## src/rtl/rd_budget_monitor.sv

```systemverilog
// AXI read watchdog: tracks outstanding reads against cycle budgets,
// checks R ordering/last, and can isolate a misbehaving slave.
module rd_budget_monitor #(
  parameter int NumTxns   = 4,
  parameter int IdWidth   = 4,
  parameter int AddrWidth = 32,
  parameter int LenWidth  = 8,
  parameter int CntWidth  = 16
) (
  input  logic                         clk_i,
  input  logic                         rst_ni,
  input  logic                         guard_ena_i,
  input  logic                         isolate_i,
  input  logic                         clear_i,
  input  logic                         ar_valid_i,
  output logic                         ar_ready_o,
  input  logic [IdWidth-1:0]           ar_id_i,
  input  logic [AddrWidth-1:0]         ar_addr_i,
  input  logic [LenWidth-1:0]          ar_len_i,
  output logic                         ar_valid_o,
  input  logic                         ar_ready_i,
  input  logic                         r_valid_i,
  input  logic                         r_ready_i,
  input  logic [IdWidth-1:0]           r_id_i,
  input  logic                         r_last_i,
  output logic                         r_valid_o,
  output logic                         r_ready_o,
  input  logic [CntWidth-1:0]          budget_first_i,
  input  logic [CntWidth-1:0]          budget_last_i,
  output logic                         fault_o,
  output logic                         irq_o,
  output logic [1:0]                   fault_code_o,
  output logic [AddrWidth-1:0]         fault_addr_o,
  output logic [CntWidth-1:0]          latency_o,
  output logic                         latency_valid_o,
  output logic [$clog2(NumTxns+1)-1:0] outstanding_o
);

  localparam int OutW = $clog2(NumTxns + 1);
  localparam int IdxW = (NumTxns > 1) ? $clog2(NumTxns) : 1;

  localparam logic [0:0] PhFirst = 1'b0;
  localparam logic [0:0] PhLast  = 1'b1;

  localparam logic [1:0] CodeFirst = 2'b01;
  localparam logic [1:0] CodeLast  = 2'b10;
  localparam logic [1:0] CodeProt  = 2'b11;

  logic [NumTxns-1:0]   busy_q;
  logic [IdWidth-1:0]   id_q    [NumTxns];
  logic [AddrWidth-1:0] addr_q  [NumTxns];
  logic [LenWidth-1:0]  len_q   [NumTxns];
  logic [LenWidth-1:0]  beats_q [NumTxns];
  logic [CntWidth-1:0]  cnt_q   [NumTxns];
  logic [0:0]           ph_q    [NumTxns];
  logic [OutW-1:0]      ord_q   [NumTxns];

  logic                 blk;
  logic                 acc;
  logic                 full;
  logic                 ar_hs;
  logic                 r_trk;
  logic                 hit;
  logic                 last_ok;
  logic                 retire;
  logic                 prot;
  logic                 to_hit;
  logic                 cap;
  logic [IdxW-1:0]      hit_idx;
  logic [IdxW-1:0]      free_idx;
  logic [IdxW-1:0]      to_idx;
  logic [1:0]           to_code;
  logic [1:0]           cap_code;
  logic [AddrWidth-1:0] cap_addr;
  logic [OutW-1:0]      n_busy;
  logic [OutW-1:0]      ord_new;

  assign full  = &busy_q;
  assign blk   = fault_o & isolate_i;
  assign acc   = guard_ena_i & ~full & ~blk;

  assign ar_valid_o = ar_valid_i & acc;
  assign ar_ready_o = ar_ready_i & acc;
  assign r_valid_o  = r_valid_i & ~blk;
  assign r_ready_o  = r_ready_i | blk;

  assign ar_hs = ar_valid_i & ar_ready_i & acc;
  assign r_trk = r_valid_i & r_ready_i
               & guard_ena_i & ~blk;

  assign outstanding_o = n_busy;

  always_comb begin
    n_busy = '0;
    for (int i = 0; i < NumTxns; i++) begin
      n_busy = n_busy + OutW'(busy_q[i]);
    end
  end

  // Lowest index wins: scan downward so the last write is the lowest.
  always_comb begin
    hit      = 1'b0;
    hit_idx  = '0;
    free_idx = '0;
    for (int i = NumTxns - 1; i >= 0; i--) begin
      if (busy_q[i] && id_q[i] == r_id_i
          && ord_q[i] == '0) begin
        hit     = 1'b1;
        hit_idx = IdxW'(i);
      end
      if (!busy_q[i]) begin
        free_idx = IdxW'(i);
      end
    end
  end

  assign last_ok = beats_q[hit_idx] == len_q[hit_idx];
  assign retire  = r_trk & hit & r_last_i & last_ok;
  assign prot    = r_trk
                 & (~hit | (r_last_i != last_ok));

  // Order of a new read counts same-id reads that survive this cycle.
  always_comb begin
    ord_new = '0;
    for (int j = 0; j < NumTxns; j++) begin
      ord_new = ord_new + OutW'(
        busy_q[j] && id_q[j] == ar_id_i
        && !(retire && hit_idx == IdxW'(j)));
    end
  end

  always_comb begin
    to_hit  = 1'b0;
    to_idx  = '0;
    to_code = CodeFirst;
    for (int i = NumTxns - 1; i >= 0; i--) begin
      if (guard_ena_i && busy_q[i]) begin
        if (ph_q[i] == PhFirst
            && cnt_q[i] >= budget_first_i) begin
          to_hit  = 1'b1;
          to_idx  = IdxW'(i);
          to_code = CodeFirst;
        end else if (ph_q[i] == PhLast
            && cnt_q[i] >= budget_last_i) begin
          to_hit  = 1'b1;
          to_idx  = IdxW'(i);
          to_code = CodeLast;
        end
      end
    end
  end

  assign cap = ~fault_o & ~clear_i & (prot | to_hit);

  always_comb begin
    cap_code = '0;
    cap_addr = '0;
    unique case (1'b1)
      prot: begin
        cap_code = CodeProt;
        cap_addr = hit ? addr_q[hit_idx] : '0;
      end
      (!prot && to_hit): begin
        cap_code = to_code;
        cap_addr = addr_q[to_idx];
      end
      default: ;
    endcase
  end

  always_ff @(posedge clk_i or negedge rst_ni) begin
    if (!rst_ni) begin
      fault_o      <= 1'b0;
      irq_o        <= 1'b0;
      fault_code_o <= '0;
      fault_addr_o <= '0;
    end else if (clear_i) begin
      fault_o      <= 1'b0;
      irq_o        <= 1'b0;
      fault_code_o <= '0;
      fault_addr_o <= '0;
    end else begin
      irq_o <= cap;
      if (cap) begin
        fault_o      <= 1'b1;
        fault_code_o <= cap_code;
        fault_addr_o <= cap_addr;
      end
    end
  end

  always_ff @(posedge clk_i or negedge rst_ni) begin
    if (!rst_ni) begin
      latency_o       <= '0;
      latency_valid_o <= 1'b0;
    end else if (clear_i) begin
      latency_valid_o <= 1'b0;
    end else begin
      latency_valid_o <= retire;
      if (retire) begin
        latency_o <= cnt_q[hit_idx];
      end
    end
  end

  always_ff @(posedge clk_i or negedge rst_ni) begin
    if (!rst_ni) begin
      busy_q <= '0;
      for (int i = 0; i < NumTxns; i++) begin
        id_q[i]    <= '0;
        addr_q[i]  <= '0;
        len_q[i]   <= '0;
        beats_q[i] <= '0;
        cnt_q[i]   <= '0;
        ph_q[i]    <= PhFirst;
        ord_q[i]   <= '0;
      end
    end else if (clear_i) begin
      busy_q <= '0;
    end else begin
      for (int i = 0; i < NumTxns; i++) begin
        if (busy_q[i] && guard_ena_i
            && cnt_q[i] != '1) begin
          cnt_q[i] <= cnt_q[i] + CntWidth'(1);
        end
        if (r_trk && hit && hit_idx == IdxW'(i)) begin
          beats_q[i] <= beats_q[i] + LenWidth'(1);
          ph_q[i]    <= PhLast;
          if (retire) begin
            busy_q[i] <= 1'b0;
          end
        end
        if (retire && busy_q[i]
            && hit_idx != IdxW'(i)
            && id_q[i] == r_id_i
            && ord_q[i] != '0) begin
          ord_q[i] <= ord_q[i] - OutW'(1);
        end
        if (ar_hs && free_idx == IdxW'(i)) begin
          busy_q[i]  <= 1'b1;
          id_q[i]    <= ar_id_i;
          addr_q[i]  <= ar_addr_i;
          len_q[i]   <= ar_len_i;
          beats_q[i] <= '0;
          cnt_q[i]   <= '0;
          ph_q[i]    <= PhFirst;
          ord_q[i]   <= ord_new;
        end
      end
    end
  end

endmodule
```

## config.mk

```make
export PLATFORM = sky130hd
export DESIGN_NAME = rd_budget_monitor
export DESIGN_NICKNAME = d
export VERILOG_FILES = /design/src/rtl/rd_budget_monitor.sv
export SDC_FILE = /design/constraint.sdc
export NUM_CORES = 1
export LEC_CHECK = 0
export CORE_AREA = 2 2 191 193
export DETAILED_ROUTE_END_ITERATION = 8
export DIE_AREA = 0 0 193 195
export PLACE_DENSITY = 0.8
export SLEW_MARGIN = 0
export SYNTH_ARGS = -nofsm -noshare
export SYNTH_HDL_FRONTEND = slang
export SYNTH_SLANG_ARGS = --single-unit
```

## constraint.sdc

```tcl
create_clock -name clk_i -period 6.3 [get_ports clk_i]
set_clock_uncertainty 0.05 [all_clocks]
set_input_delay 1.89 -clock clk_i [delete_from_list [all_inputs] [get_ports clk_i]]
set_output_delay 1.89 -clock clk_i [all_outputs]
set_load 0.01 [all_outputs]
```

* Word-level counts from Yosys, hierarchy flattened
Index checks and enable logic that the tools add are counted.
** Cells by class
- Equality and inequality tests :: 23
- Muxes and demuxes :: 116
- Bitwise gates (word level) :: 31
- Add/subtract/negate cells :: 18
- Reduce and logical (&&, ||, !) cells :: 121
- Magnitude comparators :: 10
** Operator list (number)
- $mux 32 :: 7
- $mux 16 :: 10
- $bmux 32 s2 :: 2
- $ge 16x16->1 :: 8
- $mux 8 :: 12
- $mux 2 :: 34
- $add 16x1->16 const B :: 4
- $ne 16x16->1 const B :: 4
- $pmux 32 s2 :: 1
- $logic_and 1x1->1 :: 62
- $reduce_and 2->1 :: 21
- $mux 1 :: 37
- $reduce_bool 3->1 :: 12
- $add 8x1->8 const B :: 4
- $bmux 16 s2 :: 1
- $bmux 8 s2 :: 2
- $eq 4x4->1 :: 8
- $reduce_bool 2->1 :: 14
- $mux 3 :: 8
- $and 1x1->1 :: 17
- $logic_not 3->1 :: 4
- $sub 3x1->3 const B :: 4
- $not 1->1 :: 9
- $eq 2x2->1 const B :: 4
- 16 further kinds :: 30
** Word-level totals
- Output and inout bits :: 60
- Input bits :: 90
- Word-level logic and storage cells :: 357
- Bits in registers :: 345

* Longest topological paths before layout
- Word-level depth :: 21
- Gate-level depth with buffers :: 23
- Mapped depth without buffers :: 20

* Worst setup path after synthesis
Ideal clock, no wire load.
- Kind :: input -> register
- Start :: in r_id_i[0]
- End :: reg ord_q[10] in the netlist's numbering
- Slack :: 0.469 ns
- Data required time :: 6.126 ns
- Buffers on the path :: 2
- Data arrival time :: 5.657 ns
- Stages on the path :: 20
- Setup time :: 0.124 ns
- Cell sequence :: xor2_1 > nor3_2 > and4_1 > buf_4 > buf_4 > nand3_1 > a21o_1 > or2_2 > a32o_1 > a211oi_4 > nand2_1 > nor3_1 > a21o_1 > nor2_1 > fa_1 > ha_1 > ha_1 > nand2_1 > o221ai_1 > o31a_1
** Between the ends
- Cells in the longest elaborated chain, start to end :: 20
- Elaborated cells between the ends (all ways) :: 58
- Those cells by class :: add/sub: 3; eq/ne: 8; mux: 15; bitwise: 4; reduce/logical: 28
** RTL lines
- from (decl) :: line 24 : input logic [IdWidth-1:0] r_id_i,
- $eq 4x4->1 :: line 106 : if (busy_q[i] && id_q[i] == r_id_i
- $logic_and 1x1->1 :: line 106
- $logic_and 1x1->1 :: line 107 : && ord_q[i] == '0) begin
- $mux 2 (4 in a row) :: line 106
- $not 2->3 (not written as such) :: line 117 : assign last_ok = beats_q[hit_idx] == len_q[hit_idx];
- $bmux 8 s2 :: line 117
- $mux 8 (not written as such) (2 in a row) :: line 117
- $eq 8x8->1 :: line 117
- $and 1x1->1 :: line 118 : assign retire = r_trk & hit & r_last_i & last_ok;
- $logic_and 1x1->1 :: line 128 : && !(retire && hit_idx == IdxW'(j)));
- $logic_not 1->1 :: line 128
- $logic_and 1x1->1 :: line 128
- $add 1x1->2 :: line 126 : ord_new = ord_new + OutW'(
- $add 2x1->3 :: line 126
- $add 3x1->3 :: line 126
- $mux 3 :: line 239 : if (ar_hs && free_idx == IdxW'(i)) begin
- to (signal, indexed assignment) :: line 237 : ord_q[i] <= ord_q[i] - OutW'(1);
- to (signal, indexed assignment) :: line 247 : ord_q[i] <= ord_new;
- to (decl) :: line 56 : logic [OutW-1:0] ord_q [NumTxns];
Parallel ways exist; a longest one is shown, timed or not. The select of a mux whose other input is x is not followed.
A chain may end at the register's enable or synchronous reset.

* Final worst setup path
- Start :: in r_id_i[3]
- End :: reg ord_q[10] in the netlist's numbering
Same word-level chain as after synthesis.

==> results_tabular.tex <==
\begin{tabular}{lr}
\hline
Metric & Value \\
\hline
\multicolumn{2}{l}{\textbf{Run status}} \\
\quad Run status & completed \\
\multicolumn{2}{l}{\textbf{Worst setup path}} \\
\quad Delay of the slowest cell on the worst path & 0.61 ns \\
\quad Worst Path Required & roughly 6.7 ns \\
\quad Startpoint kind of the worst setup timing path & input port \\
\quad Critical path's top delay family & compound AO/OA/AOI/OAI gates \\
\quad Critical path arrival & 6.42 ns \\
\quad Count of buffering cells on the critical path with inverters included & 2 \\
\quad Cell chain of the critical path & clkdlybuf4s50\_1, xor2\_1, nor3\_2, and4\_1, buf\_12, a311o\_1, o2bb2ai\_2, mux2i\_1, o2111ai\_2, a211oi\_4, nand2\_2, nor3\_2, a21o\_1, nor2\_1, fa\_1, ha\_1, ha\_1, nand2\_1, o221ai\_1, o31a\_1 \\
\quad Crit path max fanout & 13 \\
\quad Slowest-stage cell, CP & clkdlybuf4s50\_1 \\
\quad Kind of end point of the critical path & flip-flop \\
\quad Setup CP Type & in -> reg \\
\multicolumn{2}{l}{\textbf{Power}} \\
\quad Share of power burned in the clock network & 42.9\% \\
\quad Areal power density over the cells & 220 nW/µm² \\
\quad Net load switching power & 0.00143 W \\
\quad Combinational group share of total power & 11.6\% \\
\quad Switching part of the total power & 26.4\% \\
\quad Internal portion of total power & 0.00400 W \\
\quad Sequential group share of total power & 45.5\% \\
\quad Leak Pwr & 12.0 nW \\
\quad IR drop worst, VDD & 0.255 mV \\
\multicolumn{2}{l}{\textbf{Logic synthesis}} \\
\quad Parity-gate share of the synthesized area counting xor and xnor cells & 3.88\% \\
\quad Top cells by area in the synthesized netlist & dfrtp\_1 (41\%), ha\_1 (8.9\%), nand2\_1 (8.1\%) \\
\quad Synth top area share & 41.1\% \\
\quad \#FFs+latches synth & 345 \\
\quad Synth area leader & dfrtp\_1 \\
\quad Dominant combinational cell family by area after synthesis & simple AND/OR/NAND/NOR gates \\
\quad Count of cell types in the netlist & 75 \\
\quad Synthesized netlist cell count & 2381 \\
\quad Net Count, Synth & 2622 \\
\quad Syn Area/Cell & about 8.8 µm² \\
\quad Post-synthesis simple-gate area fraction & 21.7\% \\
\quad Most common flop cell mapped by yosys & dfrtp\_1 \\
\quad Async SR Flop Fraction & 100\% \\
\quad Adder and majority cell fraction of the synthesized area & 9.08\% \\
\quad Proportion of synthesized area in mux cells & 4.20\% \\
\quad Seq/Total Area, Yosys & 41.1\% \\
\quad Post-synthesis compound-gate area fraction & between 10\% and 20\% \\
\quad Count of flip-flops with a built-in enable after synthesis & 0 \\
\quad Total number of yosys warnings & 0 \\
\quad Post-synthesis instance area & between 20000 and 25000 µm² \\
\multicolumn{2}{l}{\textbf{Timing}} \\
\quad Worst slew margin & 26.4\% \\
\quad Final-report setup violation count & 0 \\
\quad Final count of hold timing violations & 0 \\
\quad Maximum operating frequency & 166 MHz \\
\quad Final-layout worst hold slack & about 0.43 ns \\
\quad Period Utilization, post-route & 95.4\% \\
\quad Tmin final & 6.01 ns \\
\quad Actual slew at the worst max-slew pin & between 1 and 1.5 ns \\
\quad Total count of max-transition violations in the final report & 0 \\
\multicolumn{2}{l}{\textbf{Global routing}} \\
\quad Wire length of the first global-routing pass & 105000 µm \\
\quad Antenna violations before repair & 1 \\
\quad Vias in the first global route & 19200 \\
\quad Total gr overflow & 0 \\
\quad Total GRT Usage & a little over a third \\
\quad Maximum number of pins on one net before global-route repair & 118 \\
\multicolumn{2}{l}{\textbf{Die}} \\
\quad Standard cell core area & 35400 µm² \\
\quad Total die area & 37600 µm² \\
\quad Width of the die & 193 µm \\
\quad Number of top-level pins & 150 \\
\quad Chip height & 195 µm \\
\quad Initial Util & 59.3\% \\
\quad Std-Cell Rows & 69 \\
\multicolumn{2}{l}{\textbf{Drt}} \\
\quad Antenna-violating nets left & 0 \\
\quad Total number of vias & 19500 \\
\quad Via count normalized by instance count & 6.46 \\
\quad Drt pass-1 iters & 6 \\
\quad Total Wirelength & 66600 µm \\
\quad Drt drc & 0 \\
\quad Wire length per cell after detailed routing & 22.1 µm \\
\quad Initial drt markers & between 1500 and 2000 \\
\multicolumn{2}{l}{\textbf{CTS}} \\
\quad Max Buffers Root-to-Sink & 3 \\
\quad TritonCTS clock tree & yes \\
\quad Quantity of hold-fixing buffers added after cts & 0 \\
\quad Sinks on Clock Net & 345 \\
\quad Cts bufs inserted & 38 \\
\quad Max H-tree Level & 2 \\
\quad Clk\_lat worst skew & roughly 0.58 ns \\
\quad Clock edge transition at the registers on the reported setup and hold paths & around 0.070 ns \\
\quad Clock root buffer & clkbuf\_16 \\
\multicolumn{2}{l}{\textbf{Place}} \\
\quad Hpwl dp & about 44000 µm \\
\quad Placer Congestion & approximately 0.96 \\
\quad Post-Place Cells & 2948 \\
\quad Count of buffers inserted at the top-level ports & 149 \\
\multicolumn{2}{l}{\textbf{Layout}} \\
\quad Signed area change from the synthesized netlist to the final layout & 17.5\% \\
\quad Post-route insts no fill & 3019 \\
\quad Diode count & 0 \\
\quad Layout cell share with drive strength beyond 1 & 10.1\% \\
\quad Filler cell count in the final layout & 2769 \\
\quad Total number of nets in the final design & 2769 \\
\multicolumn{2}{l}{\textbf{Flow run}} \\
\quad Number of max-cap violations & 0 \\
\multicolumn{2}{l}{\textbf{Worst hold path}} \\
\quad Class of the worst hold path & reg -> reg \\
\hline
\end{tabular}
-- registers in the layout, indices dropped and copies added, names as in the netlist --
register and flops:
fault_code_o 2, beats_q 32, fault_o 1, latency_o 16, fault_addr_o 32, ord_q 12
cnt_q 64, ph_q 4, latency_valid_o 1, len_q 32, irq_o 1, id_q 16
busy_q 4, addr_q 128
-- cell usage in the layout (no fill, tap or decap), types with 63 or more instances in the layout --
cell             Yosys  final
a21oi_1            130    130
buf_4                4     75
clkdlybuf4s50_1      0    148
dfrtp_1            345    345
ha_1               149    149
inv_1               63     63
mux2_2              73     73
nand2_1            453    451
nand3_1             68     68
nor2_1             261    255
o21ai_0             97     97
-- cell usage after synthesis, types with 7 or more instances --
cell	number
clkbuf_1	100
xor2_1	61
nand2b_1	18
o22ai_1	37
inv_1	63
a211oi_1	9
o21ai_0	97
nand2_1	453
a22o_1	17
dfrtp_1	345
o2111ai_1	34
a31oi_1	9
xnor2_1	32
nand3_1	68
nor2b_1	15
o31ai_1	8
or3_1	7
nor3_1	52
buf_6	7
nand4_1	39
a21oi_1	130
o311ai_0	33
o21a_1	8
buf_2	9
nor2_1	261
a21o_1	56
and3_1	28
ha_1	149
and4_1	13
a221oi_1	20
and2_1	9
mux2_2	73
nor3b_1	32
-- power groups by stage --
| stage | clock network [W] | logic (W) | registers [W] |
|---|---|---|---|
| 6_report | 0.00233 | 0.000628 | 0.00247 |
| 5_1_grt | 0.00243 | 0.000699 | 0.00249 |
| 4_1_cts | 0.00235 | 0.000622 | 0.00247 |
| 3_5_place_dp | 0 | 0.000619 | 0.00250 |
| 3_3_place_gp | 0 | 0.000593 | 0.00250 |
| 2_1_floorplan | 0 | 0.000354 | 0.00248 |
-- layout make-up --
cell class / count / area (µm²) / share of cell area [%]
clock buffer: 57 / 1100 / 4.47
tap: 461 / 577 / 2.34
multi-input combinational: 1845 / 11700 / 47.3
inverter: 65 / 244 / 0.990
timing repair buffer: 233 / 2240 / 9.09
clock inverter: 13 / 190 / 0.771
sequential: 345 / 8630 / 35.0
-- worst paths after layout --
check	from	endpoint	slack, ns	depth (start not counted)
hold / removal	latency_o[2]	latency_o[2]	0.43	2
min in group asynchronous	rst_ni	latency_o[4]	1.28	1
setup reg to reg	ord_q[3]	ord_q[10]	1.52	20
setup / recovery	r_id_i[3]	ord_q[10]	0.29	20
hold reg to reg	latency_o[2]	latency_o[2]	0.43	2
max in group asynchronous	rst_ni	addr_q[5]	3.82	2
-- routing by layer --
layer / up-vias / wire length [µm] / track usage (%)
met3: 222 / 6410 / 7.05
li1: 8710 / - / -
met1: 9472 / 26800 / 48.5
met5: - / 12 / 0
met4: 2 / 2730 / 15.1
met2: 1082 / 30600 / 56.1
-- metrics by stage --
step | instance area (µm²) | setup WS [ns] | util, % | TNS [ns] | power (W)
finish | 24700 | 0.291 | 69.6 | 0 | 0.00543
global route | 24700 | -0.00366 | 69.6 | -0.00366 | 0.00562
CTS | 24600 | 0.216 | 69.5 | 0 | 0.00544
detailed placement | 23300 | -0.378 | 65.9 | -2.66 | 0.00312
global placement | 23300 | -0.267 | 65.9 | -1.57 | 0.00309
floorplan | 21000 | 0.469 | - | 0 | 0.00283
-- logic make-up (layout without fill, tap and decap cells) --
| kind of cell | after synthesis | in the layout |
|---|---|---|
| AO/OA/AOI/OAI | 504 | 504 |
| XOR/XNOR | 93 | 93 |
| adder cells (fa/ha/maj) | 151 | 151 |
| buffers and inverters | 191 | 368 |
| flip-flops | 345 | 345 |
| multiplexers | 79 | 79 |
| AND/OR/NAND/NOR | 1018 | 1018 |
-- worst reg2reg max path, delay by kind of cell (launching register included) --
| kind | cells | cell delay (ns) |
|---|---|---|
| AOI/OAI and AO/OA | 7 | 1.51 |
| adders and majority gates | 4 | 1.16 |
| buffers and inverters | 1 | 0.09 |
| DFF | 1 | 0.40 |
| muxes | 1 | 0.24 |
| and+or+nand+nor | 7 | 1.21 |
-- what timing repair did --
item | 4_1_cts | 5_1_grt
setup buffers | 0 | 1
setup endpoints to repair | 0 | 8
resized for setup | 0 | 8
Note: power is estimated with default switching activity, not from simulation.
